## src/rtl/fpga_config_loader_if.sv

```systemverilog
// rtl/fpga_config_loader_if.sv - configuration bitstream beat stream (data/valid/ready)
interface fpga_config_loader_if #(
  parameter int IN_W = 32
) ();
  logic [IN_W-1:0] cfg_data;
  logic            cfg_valid;
  logic            cfg_ready;

  modport master (
    output cfg_data,
    output cfg_valid,
    input  cfg_ready
  );

  modport slave (
    input  cfg_data,
    input  cfg_valid,
    output cfg_ready
  );
endinterface

```

## src/rtl/fpga_config_loader.sv

```systemverilog
// rtl/fpga_config_loader.sv - assembles stream beats into rows and writes the fabric config
module fpga_config_loader #(
  parameter int WORD_W     = 320,
  parameter int N_WORDS    = 172,
  parameter int IN_W       = 32,
  parameter int SETTLE_CYC = 10,
  parameter int RDY_DLY    = 10
) (
  input  logic                 clock,
  input  logic                 rst,
  input  logic                 start,
  fpga_config_loader_if.slave  cfg,
  output logic [WORD_W-1:0]    configs_in,
  output logic [N_WORDS-1:0]   configs_en,
  output logic                 ff_en,
  output logic                 rdy,
  output logic                 busy
);
  localparam int BEATS = WORD_W / IN_W;
  localparam int K_W   = $clog2(N_WORDS + 1);
  localparam int B_W   = $clog2(BEATS + 1);
  localparam int C_MAX = (SETTLE_CYC > RDY_DLY) ? SETTLE_CYC : RDY_DLY;
  localparam int C_W   = $clog2(C_MAX + 1);

  localparam logic [K_W-1:0]     LAST_ROW    = K_W'(N_WORDS - 1);
  localparam logic [B_W-1:0]     LAST_BEAT   = B_W'(BEATS - 1);
  localparam logic [C_W-1:0]     SETTLE_LAST = C_W'(SETTLE_CYC - 1);
  localparam logic [C_W-1:0]     RDY_LAST    = C_W'(RDY_DLY - 1);
  localparam logic [N_WORDS-1:0] EN_ONE      = N_WORDS'(1);

  typedef enum logic [2:0] {
    IDLE,
    ASSEMBLE,
    WRITE,
    HOLD,
    SETTLE,
    RUN_WAIT,
    DONE
  } state_t;

  state_t            state_q, state_d;
  logic [K_W-1:0]    k_q, k_d;
  logic [B_W-1:0]    b_q, b_d;
  logic [C_W-1:0]    cnt_q, cnt_d;
  logic [WORD_W-1:0] configs_in_q, configs_in_d;

  // State, counters and assembled word; reset drops any partial row.
  always_ff @(posedge clock or negedge rst) begin
    if (!rst) begin
      state_q      <= IDLE;
      k_q          <= '0;
      b_q          <= '0;
      cnt_q        <= '0;
      configs_in_q <= '0;
    end else begin
      state_q      <= state_d;
      k_q          <= k_d;
      b_q          <= b_d;
      cnt_q        <= cnt_d;
      configs_in_q <= configs_in_d;
    end
  end

  // Next-state: beats land in the word only in ASSEMBLE, so the word is frozen through WRITE/HOLD.
  always_comb begin
    state_d      = state_q;
    k_d          = k_q;
    b_d          = b_q;
    cnt_d        = cnt_q;
    configs_in_d = configs_in_q;
    case (state_q)
      IDLE: begin
        if (start) begin
          state_d = ASSEMBLE;
          k_d     = '0;
          b_d     = '0;
        end
      end
      ASSEMBLE: begin
        if (cfg.cfg_valid) begin
          configs_in_d[b_q*IN_W +: IN_W] = cfg.cfg_data;
          b_d = b_q + 1'b1;
          if (b_q == LAST_BEAT) begin
            state_d = WRITE;
          end
        end
      end
      WRITE: begin
        state_d = HOLD;
      end
      HOLD: begin
        k_d = k_q + 1'b1;
        if (k_q == LAST_ROW) begin
          state_d = SETTLE;
          cnt_d   = '0;
        end else begin
          state_d = ASSEMBLE;
          b_d     = '0;
        end
      end
      SETTLE: begin
        if (cnt_q == SETTLE_LAST) begin
          state_d = RUN_WAIT;
          cnt_d   = '0;
        end else begin
          cnt_d = cnt_q + 1'b1;
        end
      end
      RUN_WAIT: begin
        if (cnt_q == RDY_LAST) begin
          state_d = DONE;
          cnt_d   = '0;
        end else begin
          cnt_d = cnt_q + 1'b1;
        end
      end
      DONE: begin
        state_d = DONE;
      end
      default: begin
        state_d = IDLE;
      end
    endcase
  end

  // Outputs decode straight from registered state so reset clears them without waiting for a clock.
  always_comb begin
    cfg.cfg_ready = (state_q == ASSEMBLE);
    configs_en    = (state_q == WRITE) ? (EN_ONE << k_q) : '0;
    configs_in    = configs_in_q;
    ff_en         = (state_q == RUN_WAIT) || (state_q == DONE);
    rdy           = (state_q == DONE);
    busy          = (state_q != IDLE) && (state_q != DONE);
  end
endmodule

```

## src/flat_wrapper.sv

```systemverilog
// flat-port wrapper written by rule: the top's interface ports become plain ports
module fpga_config_loader_flat 
#(
  parameter int WORD_W     = 320,
  parameter int N_WORDS    = 172,
  parameter int IN_W       = 32,
  parameter int SETTLE_CYC = 10,
  parameter int RDY_DLY    = 10
)
  (clock, rst, start, configs_in, configs_en, ff_en, rdy, busy, cfg_cfg_data, cfg_cfg_valid, cfg_cfg_ready);
  fpga_config_loader_if #(.IN_W(IN_W)) cfg_i ();
  input  logic clock;
  input  logic rst;
  input  logic start;
  output logic [WORD_W-1:0] configs_in;
  output logic [N_WORDS-1:0] configs_en;
  output logic ff_en;
  output logic rdy;
  output logic busy;
  input wire logic [$bits(cfg_i.cfg_data)-1:0] cfg_cfg_data;
  input wire logic [$bits(cfg_i.cfg_valid)-1:0] cfg_cfg_valid;
  output wire logic [$bits(cfg_i.cfg_ready)-1:0] cfg_cfg_ready;
  assign cfg_i.cfg_data = cfg_cfg_data;
  assign cfg_i.cfg_valid = cfg_cfg_valid;
  assign cfg_cfg_ready = cfg_i.cfg_ready;
  fpga_config_loader #(.WORD_W(WORD_W), .N_WORDS(N_WORDS), .IN_W(IN_W), .SETTLE_CYC(SETTLE_CYC), .RDY_DLY(RDY_DLY)) u_core (.clock(clock), .rst(rst), .start(start), .cfg(cfg_i), .configs_in(configs_in), .configs_en(configs_en), .ff_en(ff_en), .rdy(rdy), .busy(busy));
endmodule
```

## config.mk

```make
export PLATFORM = sky130hd
export DESIGN_NAME = fpga_config_loader_flat
export DESIGN_NICKNAME = d
export VERILOG_FILES = /design/src/rtl/fpga_config_loader_if.sv /design/src/rtl/fpga_config_loader.sv /design/src/flat_wrapper.sv
export SDC_FILE = /design/constraint.sdc
export NUM_CORES = 1
export LEC_CHECK = 0
export CORE_AREA = 2 2 204 206
export CTS_BUF_LIST = sky130_fd_sc_hd__clkbuf_16
export CTS_CLUSTER_DIAMETER = 60
export CTS_CLUSTER_SIZE = 24
export DETAILED_ROUTE_END_ITERATION = 10
export DIE_AREA = 0 0 206 208
export HOLD_SLACK_MARGIN = 0.06
export PLACE_DENSITY = 0.68
export REMOVE_ABC_BUFFERS = 1
export SYNTH_ARGS = -nofsm -noshare
export SYNTH_HDL_FRONTEND = slang
export SYNTH_SLANG_ARGS = --single-unit
```

## constraint.sdc

```tcl
create_clock -name clock -period 4.5 [get_ports clock]
set_clock_uncertainty 0.15 [all_clocks]
set_input_delay 0.9 -clock clock [delete_from_list [all_inputs] [get_ports clock]]
set_output_delay 0.9 -clock clock [all_outputs]
set_load 0.05 [all_outputs]
```

## Word level (Yosys, flattened, before mapping)

Cells that the tools add are included.

- $add $sub $neg: 4
- Equal/unequal tests: 17
- Shifts and indexed selects: 3
- Mux-type cells: 18
- Reduce and logical (&&, ||, !) cells: 13

Operator list:

| cell | number |
|---|---|
| 320-bit bitwise mux | 1 |
| 32-bit by 34-bit variable shift with 320-bit output (first input constant) | 1 |
| 32-bit by 34-bit variable part select with 320-bit output | 1 |
| 172-bit 2-to-1 mux | 1 |
| 1-bit by 8-bit << shifter with 172-bit output (first input constant) | 1 |
| 9-bit negator with 34-bit output | 1 |
| 3-bit case mux with 7 select lines | 1 |
| 4-bit 2-to-1 mux | 5 |
| 3-bit 2-to-1 mux | 6 |
| 8-bit case mux with 2 select lines | 1 |
| 4-bit case mux with 3 select lines | 1 |
| 3-bit == test (second input constant) | 3 |
| 4-bit by 1-bit adder with 4-bit output (second input constant) | 2 |
| 8-bit by 1-bit adder with 8-bit output (second input constant) | 1 |
| 4-bit == test (second input constant) | 2 |
| 8-bit == test (second input constant) | 1 |
| 8-bit 2-to-1 mux | 1 |
| 2-bit by 1-bit inequality test with 1-bit output (second input constant) | 4 |
| 4-bit case mux with 2 select lines | 1 |
| 3-bit by 2-bit == test with 1-bit output (second input constant) | 2 |
| 2-bit inequality test (second input constant) | 3 |
| 2-bit AND reduction | 3 |
| 3-bit nonzero test | 2 |
| 5-bit AND reduction | 1 |
| other kinds (8) | 9 |

- Register bits: 339
- Input bits: 36
- Output and inout bits: 496
- Logic and storage cells: 60

## Longest topological paths before layout

Gate-level depths: netlist of run 1.

- Word-level depth: 4
- Gate-level depth with buffers: 9
- Mapped depth without buffers: 6

## Worst setup path before layout of run 1

OpenSTA, ideal clock, no wires.

- Kind: reg-to-output
- Start: register u_core.state_q[0]
- End: output port configs_en[112]
- Data arrival time: 2533 ps
- Data required time: 3450 ps
- Setup slack: 917 ps
- Cell stages (with the launch flop): 5
- Path buffers: 1
- Cells stage by stage: dfrtp_1 -> buf_2 -> nor3_1 -> nand3_1 -> nor4_1

- Cells in the longest elaborated chain, start to end: 2

RTL lines:

| item | RTL line | text |
|---|---|---|
| from (decl) | fpga_config_loader.sv:41 | `state_t state_q, state_d;` |
| from (signal assigned) | fpga_config_loader.sv:56 | `state_q <= state_d;` |
| 3-bit by 2-bit == test with 1-bit output | fpga_config_loader.sv:129 | `configs_en = (state_q == WRITE) ? (EN_ONE << k_q) : '0;` |
| 172-bit 2-to-1 mux | fpga_config_loader.sv:129 |  |
| to (decl) | flat_wrapper.sv:16 | `output logic [N_WORDS-1:0] configs_en;` |

Every way passes these cells.

## Worst setup path in the final report of run 1

- Start: register u_core.state_q[1]
- End: output port configs_en[163]

Same word-level chain as after synthesis.

==> out/results.txt, run 1 <==
The flow ran to the end, and the final reports show no timing, DRC or antenna violations. The worst-case IR drop observed on VDD is 380 uV. The via count of the first global-routing pass came out at 14.2k. The core region is 40600 sq um.

The count of yosys warnings during synthesis is 0. Clock latency on the worst-skew pair, taken at its later pin, is 0.59 ns. The worst flop-to-flop path startpoint is u_core.b_q[0].

The power density normalized to cell area was 486 nW/um^2; the synthesis-stage register bit count was 339. The detailed router finished its first iteration with 933 violations. Once detail routing completed, the nets flagged for antenna violations numbered 0. After clock tree synthesis, the clock-pin slew on the worst setup and hold paths is 0.08 ns.

The tool flagged a number of max-cap violations equal to 0. At the pin with the least slew margin, the transition time is 1.14 ns. The tools report the total number of H-tree levels as 1.

Based on the critical path, the design can be clocked at up to 232 MHz. The average instance in the mapped netlist occupies 9.93 sq um. For the number of hold buffers added after CTS, the log shows 0. Clock root buffer: sky130_fd_sc_hd__clkbuf_16. After detailed placement, the design holds a cell count of 2581. Global routing finished with a remaining overflow of 0.

Hold is met by 0.268 ns. For this run, the share of the core covered by cells in the final layout is 56.1%. Leaving out filler cells and counting taps, the final layout contains 2636.

In the routed design, unresolved DRC markers number 0. The filler cell count is 3578. The min-delay analysis places its worst path in the category in -> async.

In the routed layout, each cell is associated on average with a via count of 5.28. The logs give 0 for the final number of hold-violating endpoints and 339 for the number of sinks driven by the clock tree. TritonCTS built the clock tree. The number of port buffers came out at 531. The max-slew violation total from the final report came out at 0. The classification of the worst setup path was reg -> out.

The layout cell share with drive strength beyond 1 is 11.3%. The number of unique standard cell types used by synthesis is 55, and the share of synthesized registers carrying an async set or reset is 100%. Leakage dissipation: 0.0101 uW. For this configuration, the core starts out at a cell density of 39.3%.

The instance count of the mapped netlist was 1605. The first global-routing pass estimated 89.7 mm of wire. The die covers 42800 sq um.

Summing all flip-flop and latch instances after layout gives 8480 sq um. The area of the multi-input gates is 6790 sq um. For this block, the routed nets add up to 60.3 mm of wire.

Data on the critical path arrives at its endpoint at 3.26 ns. From synthesis to final layout, the design area changed by 42.8%. For the worst flop-to-flop path, the logic depth is 7. Data on the critical path is required at its endpoint by 3.45 ns. Setup repair after global routing left no endpoint under its margin. For this design the top-level I/O count stands at 532. Gates resized during post-CTS repair numbered 0. From bottom edge to top edge, the die measures 208 microns. Clock tree synthesis inserted a total of 29 buffers. The tools report the kind of start point of the critical path as a register. Period utilization: 95.7%. The initial antenna violation count was 0; the sequential cell area fraction in the yosys report was 53.2%. The tools report the total number of vias as 13.9k. The post-CTS setup buffer count is 0. The shortest clock period the worst path allows after layout was 4.31 ns; the count of final setup violators was 0. In this run the tightest slew margin relative to its limit is 24.1%. The slack of the worst reg-to-reg path was 1.15 ns.

Reg-to-reg critical path endpoint: u_core.configs_in[277]. The primary flip-flop cell chosen by synthesis mapping was sky130_fd_sc_hd__dfrtp_1. The worst setup path is captured at an output port.

Routed length per instance: 22.9 microns. In this run, synthesis inferred 0 flip-flops with an integrated enable. For this run, the post-layout net count is 2129.

The tools report the number of detailed-routing iterations run before antenna repair as 5. Entering global routing, the biggest net connects 130 pins. In this run the core area contains 74 standard-cell rows.

The maximum buffer depth of the clock tree was 3; the overall routing resource usage was 27.5%. For the routability-driven placement congestion ratio, the log shows 0.896. Once detailed placement completed, the half-perimeter wirelength came to 42.8 mm. Cell area after synthesis: 15900 sq um. The floorplan die width is 206 microns, and the largest fanout of any net on the critical path is 33.
-- cell families after synthesis --
group | Yosys count | synth area share (%)
compound gates | 195 | 7.15
xor+xnor | 2 | 0.110
fa+ha+maj | 13 | 1.02
buf+inv | 171 | 4.63
flops | 339 | 53.2
mux | 165 | 12.8
simple gates | 720 | 21.0
-- state kept, by name (all words and copies together) (netlist names) --
register,cells
u_core.configs_in,320
u_core.k_q,8
u_core.b_q,4
u_core.cnt_q,4
u_core.state_q,3
-- routing by layer --
layer / share of wire [%] / global-route usage [%] / up-vias
li1: - / - / 6377
met1: 38 / 32.0 / 6853
met2: 50 / 48.4 / 567
met3: 7.5 / 6.16 / 118
met4: 4.3 / 11.4 / 0
met5: 0 / 0 / -
-- final cells by class --
type	instances	area share [%]
Clock buffer	29	3.19
Antenna cell	1	0.0110
Timing Repair Buffer	571	24.6
Inverter	44	0.726
Tap cell	532	2.93
Clock inverter	25	1.47
Sequential cell	339	37.3
Multi-Input combinational cell	1095	29.8
-- worst max-delay path by stage --
stage	start	end	depth (start not counted)
after floorplan	u_core.b_q[0]	u_core.configs_in[64]	5
after global placement	u_core.k_q[0]	configs_en[26]	6
after detailed placement	cfg_cfg_valid	u_core.configs_in[256]	6
final	u_core.state_q[1]	configs_en[163]	6
after global routing	u_core.k_q[0]	configs_en[26]	6
after CTS	u_core.k_q[0]	configs_en[26]	6
-- critical path: stages, from the launching register on --
cell	delay, ns
sky130_fd_sc_hd__dfrtp_1	0.61
sky130_fd_sc_hd__nand2b_1	0.16
sky130_fd_sc_hd__or4b_1	0.53
sky130_fd_sc_hd__buf_4	0.26
sky130_fd_sc_hd__or2_1	0.48
sky130_fd_sc_hd__nor2_1	0.44
sky130_fd_sc_hd__buf_12	0.20
-- synth_stat cells, types with 8 or more instances --
library cell	number	area, sq um
sky130_fd_sc_hd__inv_1	44	165
sky130_fd_sc_hd__nand3_1	26	130
sky130_fd_sc_hd__nor3_1	31	155
sky130_fd_sc_hd__ha_1	13	163
sky130_fd_sc_hd__nor2_1	158	593
sky130_fd_sc_hd__mux2_4	60	901
sky130_fd_sc_hd__dfrtp_1	339	8480
sky130_fd_sc_hd__nand2b_1	8	50.1
sky130_fd_sc_hd__nand4_1	10	62.6
sky130_fd_sc_hd__nor2b_1	11	68.8
sky130_fd_sc_hd__nand2_1	314	1180
sky130_fd_sc_hd__and3_1	130	813
sky130_fd_sc_hd__mux2i_1	35	350
sky130_fd_sc_hd__mux2_1	54	608
sky130_fd_sc_hd__mux2_2	16	180
sky130_fd_sc_hd__o31ai_1	33	248
sky130_fd_sc_hd__buf_6	8	90.1
sky130_fd_sc_hd__o21ai_0	137	686
sky130_fd_sc_hd__clkbuf_1	102	383
-- stage by stage --
| stage | power (uW) | instance area, sq um | setup TNS [ns] | worst slack [ns] |
|---|---|---|---|---|
| final | 11100 | 22800 | 0 | 0.192 |
| after floorplan | 6420 | 15400 | -124.52 | -1.12 |
| after global placement | 8320 | 21700 | 0 | 0.805 |
| after global routing | 11600 | 22800 | 0 | 0.0145 |
| after CTS | 11100 | 22800 | 0 | 0.184 |
| after detailed placement | 8400 | 21700 | 0 | 0.802 |
-- cell usage in the layout, fill, tap and decap left out, drive strengths merged, types with 2 or more instances in the layout --
master         synthesis  final
a211oi                 2      2
clkdlybuf4s50          0    483
nand3                 26     26
and2                   7      7
a31oi                  3      3
and4bb                 3      3
or4b                   2      2
clkbuf               103     29
o31a                   2      2
clkinvlp               0      3
mux2                 130    130
ha                    13     13
and3                 130    130
nand4                 10     10
dfrtp                339    339
a22o                   2      2
mux2i                 35     35
a21oi                  4      4
nand2                314    314
o21ai                138    138
nor4b                  2      2
nor4                   6      6
nor2b                 11     11
buf                   24     88
a21o                   2      2
and3b                  2      2
o41ai                  2      2
nor2                 158    158
clkinv                 0      9
nor3                  31     31
o31ai                 33     33
nand2b                 8      8
o2111ai                2      2
inv                   44     56
nand3b                 4      4
-- power breakdown --
| part | total [uW] | switching [uW] | internal (uW) | leakage [uW] |
|---|---|---|---|---|
| sequential | 3720 | 298 | 3420 | 0.00464 |
| clock | 2750 | 1400 | 1350 | 0.000503 |
| combinational | 4600 | 3370 | 1230 | 0.00491 |
Power figures use the tool's default switching activity.
==> run 2, diff against run 1 <==
--- a/config.mk
+++ b/config.mk
@@ -11,6 +11,7 @@
 export CTS_CLUSTER_SIZE = 24
 export DETAILED_ROUTE_END_ITERATION = 10
 export DIE_AREA = 0 0 206 208
+export GPL_ROUTABILITY_DRIVEN = 0
 export HOLD_SLACK_MARGIN = 0.06
 export PLACE_DENSITY = 0.68
 export REMOVE_ABC_BUFFERS = 1
==> out/results.txt, run 2 (synthesized netlist as in run 1, its figures left out) <==
The tools report the total negative setup slack as 0 ns (unchanged). Die outline height: 208 microns (unchanged). The number of nets in the layout is 2125 (-0.19%), and the worst-margin pin slew is 1.13 ns (-0.00356 ns). For the net switching power, the log shows 5060 uW (about the same).

The data arrival time at the worst-slack endpoint is 3.23 ns (-0.03 ns), and the routed length per instance is 22.8 microns (-0.35%). The tools report the initial antenna violation count as 0 (unchanged). Number of hold buffers added after CTS: 0 (unchanged). The flow ran to the end, and the final reports show no timing, DRC or antenna violations.

The total die area came out at 42800 sq um (unchanged). The tools report the kind of start point of the critical path as a register. The total routed wirelength is 60.0 mm (-0.54%).

The shortest clock period the worst path allows after layout is 4.28 ns (-0.0233 ns). The tools report the number of clock buffers inserted by TritonCTS as 29 (unchanged). The maximum frequency from static timing analysis was 233 MHz (+0.54%); the total non-filler cell area in the finished layout was 22700 sq um (about the same). The area of the placeable core was 40600 sq um (unchanged). The most common library cell in the layout ignoring fill and taps is sky130_fd_sc_hd__clkdlybuf4s50_1. The logs give 14.0k (+0.86%) for the total number of vias and 27.4% (-0.049 points) for the overall routing resource usage. The number of cell rows is 74 (unchanged). The normalized max-slew margin is 24.3% (+0.24 points).

The maximum buffer depth of the clock tree is 3 (unchanged). The violation count after the first detailed-route iteration came out at 963 (+3.2%). The peak ir drop on the vdd network came out at 459 uV (+21%). The required time of the critical path came out at 3.45 ns (about the same).

The layout cell share with drive strength beyond 1 is 11.1% (-0.17 points), and the pin count of the biggest net entering global routing is 117 (-10%). The path class of the lowest-slack min-delay path is in -> async. The largest fanout of any net on the critical path came out at 33 (unchanged). The cell internal power dissipation is 5930 uW (-1.2%), and the number of top-level pins is 532 (unchanged). Instance area after placement: 21700 sq um (about the same). The run gives 0 (unchanged) as the post-CTS setup buffer count.

The via count of the first global-routing pass was 14.2k (unchanged). For the max-slew violation total from the final report, the log shows 0 (unchanged). The number of port buffers came out at 531 (unchanged). The tools report the sequential share of power as 33.7% (about the same).

The period utilization was 95.2% (-0.52 points); the final antenna-violating net count was 0 (unchanged). The area overhead of the layout relative to synthesis was 42.7% (about the same). For the fraction of power consumed by combinational cells, the log shows 42.1% (+0.5 points).

Clock tree synthesis selected as its root buffer the cell sky130_fd_sc_hd__clkbuf_16. Leaving out fill and tap cells, the most frequent cells in the layout are sky130_fd_sc_hd__clkdlybuf4s50_1 (472), sky130_fd_sc_hd__dfrtp_1 (339), sky130_fd_sc_hd__nand2_1 (314). The run gives 89.7 mm (about the same) as the global-route wire length before repair. The half-perimeter wire length after detailed placement is 42.7 mm (-0.37%), and the initial core utilization is 39.3% (unchanged). The floorplan die width was 206 microns (unchanged). Setup repair after global routing left no endpoint under its margin. The total number of H-tree levels came out at 1 (unchanged). The clock-pin slew on the worst setup and hold paths is 0.08 ns (about the same), and the final number of hold-violating endpoints is 0 (unchanged).

The tools report the fraction of the core area covered by cells at the end of the flow as 56.1% (about the same). The reported max-cap violation count came out at 0 (unchanged). The number of detailed-routing iterations run before antenna repair is 6 (+1), and the power density normalized to cell area is 483 nW/um^2 (-0.58%). The latest clock arrival within the worst-skew pair is 0.59 ns (about the same), and the per-cell via count in the routed design is 5.33 (+1.0%). The logs give 24.2% (-0.7 points) for the power share of the clock group and 0 (-1) for the antenna diode instance count. The worst setup path is captured at an output port.

The share of total power consumed by net switching came out at 46.1% (+0.30 points). The run gives 339 (unchanged) as the number of sinks driven by the clock tree. TritonCTS built the clock tree. The flip-flop count of the largest register after layout is 320 (unchanged), and the number of remaining DRC errors is 0 (unchanged). The total overflow reported by the global router was 0 (unchanged); the overall power after layout was 11000 uW (-0.68%). The run gives 0.0102 uW (+1.8%) as the leakage dissipation.

The worst setup path is of the reg -> out kind. Count of final setup violators: 0 (unchanged).
==> run 2: cell count changes in the layout (fill, tap and decap cells not counted), sizes merged <==
cell	previous run	this run
buf	88	84
bufinv	1	0
clkinvlp	3	1
inv	56	58
dlymetal6s2s	0	11
clkdlybuf4s50	483	472
clkinv	9	10
diode	1	0
==> run 2: routing by layer <==
layer	up-vias	share of wire, %	wire, microns	GRT usage (%)
met5	-	0	0	0
met4	0	4.1	2470	11.0
met3	131	6.9	4170	4.92
met2	595	51	30800	49.5
met1	6957	38	22600	31.8
li1	6351	-	-	-
==> run 2: worst paths after layout <==
check | from | end | slack (ns) | cells after the start
hold / removal | rst | u_core.configs_in[56] | 0.26 | 1
hold reg to reg | u_core.configs_in[308] | u_core.configs_in[308] | 0.33 | 2
setup / recovery | u_core.state_q[1] | configs_en[158] | 0.22 | 5
max in group asynchronous | rst | u_core.cnt_q[3] | 2.89 | 2
setup reg to reg | u_core.b_q[0] | u_core.configs_in[129] | 0.91 | 7
min in group clock | u_core.configs_in[308] | u_core.configs_in[308] | 0.33 | 2
==> run 2: layout make-up <==
| class | instances | area [sq um] |
|---|---|---|
| Fill cell | 3514 | 17800 |
| Sequential cell | 339 | 8480 |
| Multi-Input combinational cell | 1095 | 6800 |
| Timing Repair Buffer | 567 | 5600 |
| Clock buffer | 29 | 726 |
| Tap cell | 532 | 666 |
| Clock inverter | 25 | 294 |
| Inverter | 44 | 165 |
==> run 2: per-stage QoR <==
step                setup WS (ns)  hold WS, ns  cells
floorplan                   -1.12        0.322   1478
global placement            0.743        0.310   2577
detailed placement          0.675        0.317   2577
CTS                        0.0276        0.269   2631
global route               0.0612        0.301   2631
finish                      0.216        0.260   2631
==> run 2: power groups by stage <==
stage | sequential, uW | clock, uW | combinational, uW
after floorplan | 4940 | 0 | 1480
after global placement | 3740 | 0 | 4580
after detailed placement | 3760 | 0 | 4650
after CTS | 3700 | 2710 | 4660
after global routing | 3750 | 2830 | 4910
final | 3700 | 2650 | 4630
==> run 2: timing repair <==
action                                  in CTS  in global routing
hold endpoints to repair                     0                  0
resized for setup                            0                 14
endpoints found under the setup margin       0                 30
==> run 2: critical path, stage by stage (launching register included) <==
cell,delay (ns)
sky130_fd_sc_hd__dfrtp_1,0.61
sky130_fd_sc_hd__nand2b_1,0.17
sky130_fd_sc_hd__or4b_1,0.53
sky130_fd_sc_hd__buf_4,0.27
sky130_fd_sc_hd__nor3_1,0.21
sky130_fd_sc_hd__clkdlybuf4s50_1,0.85
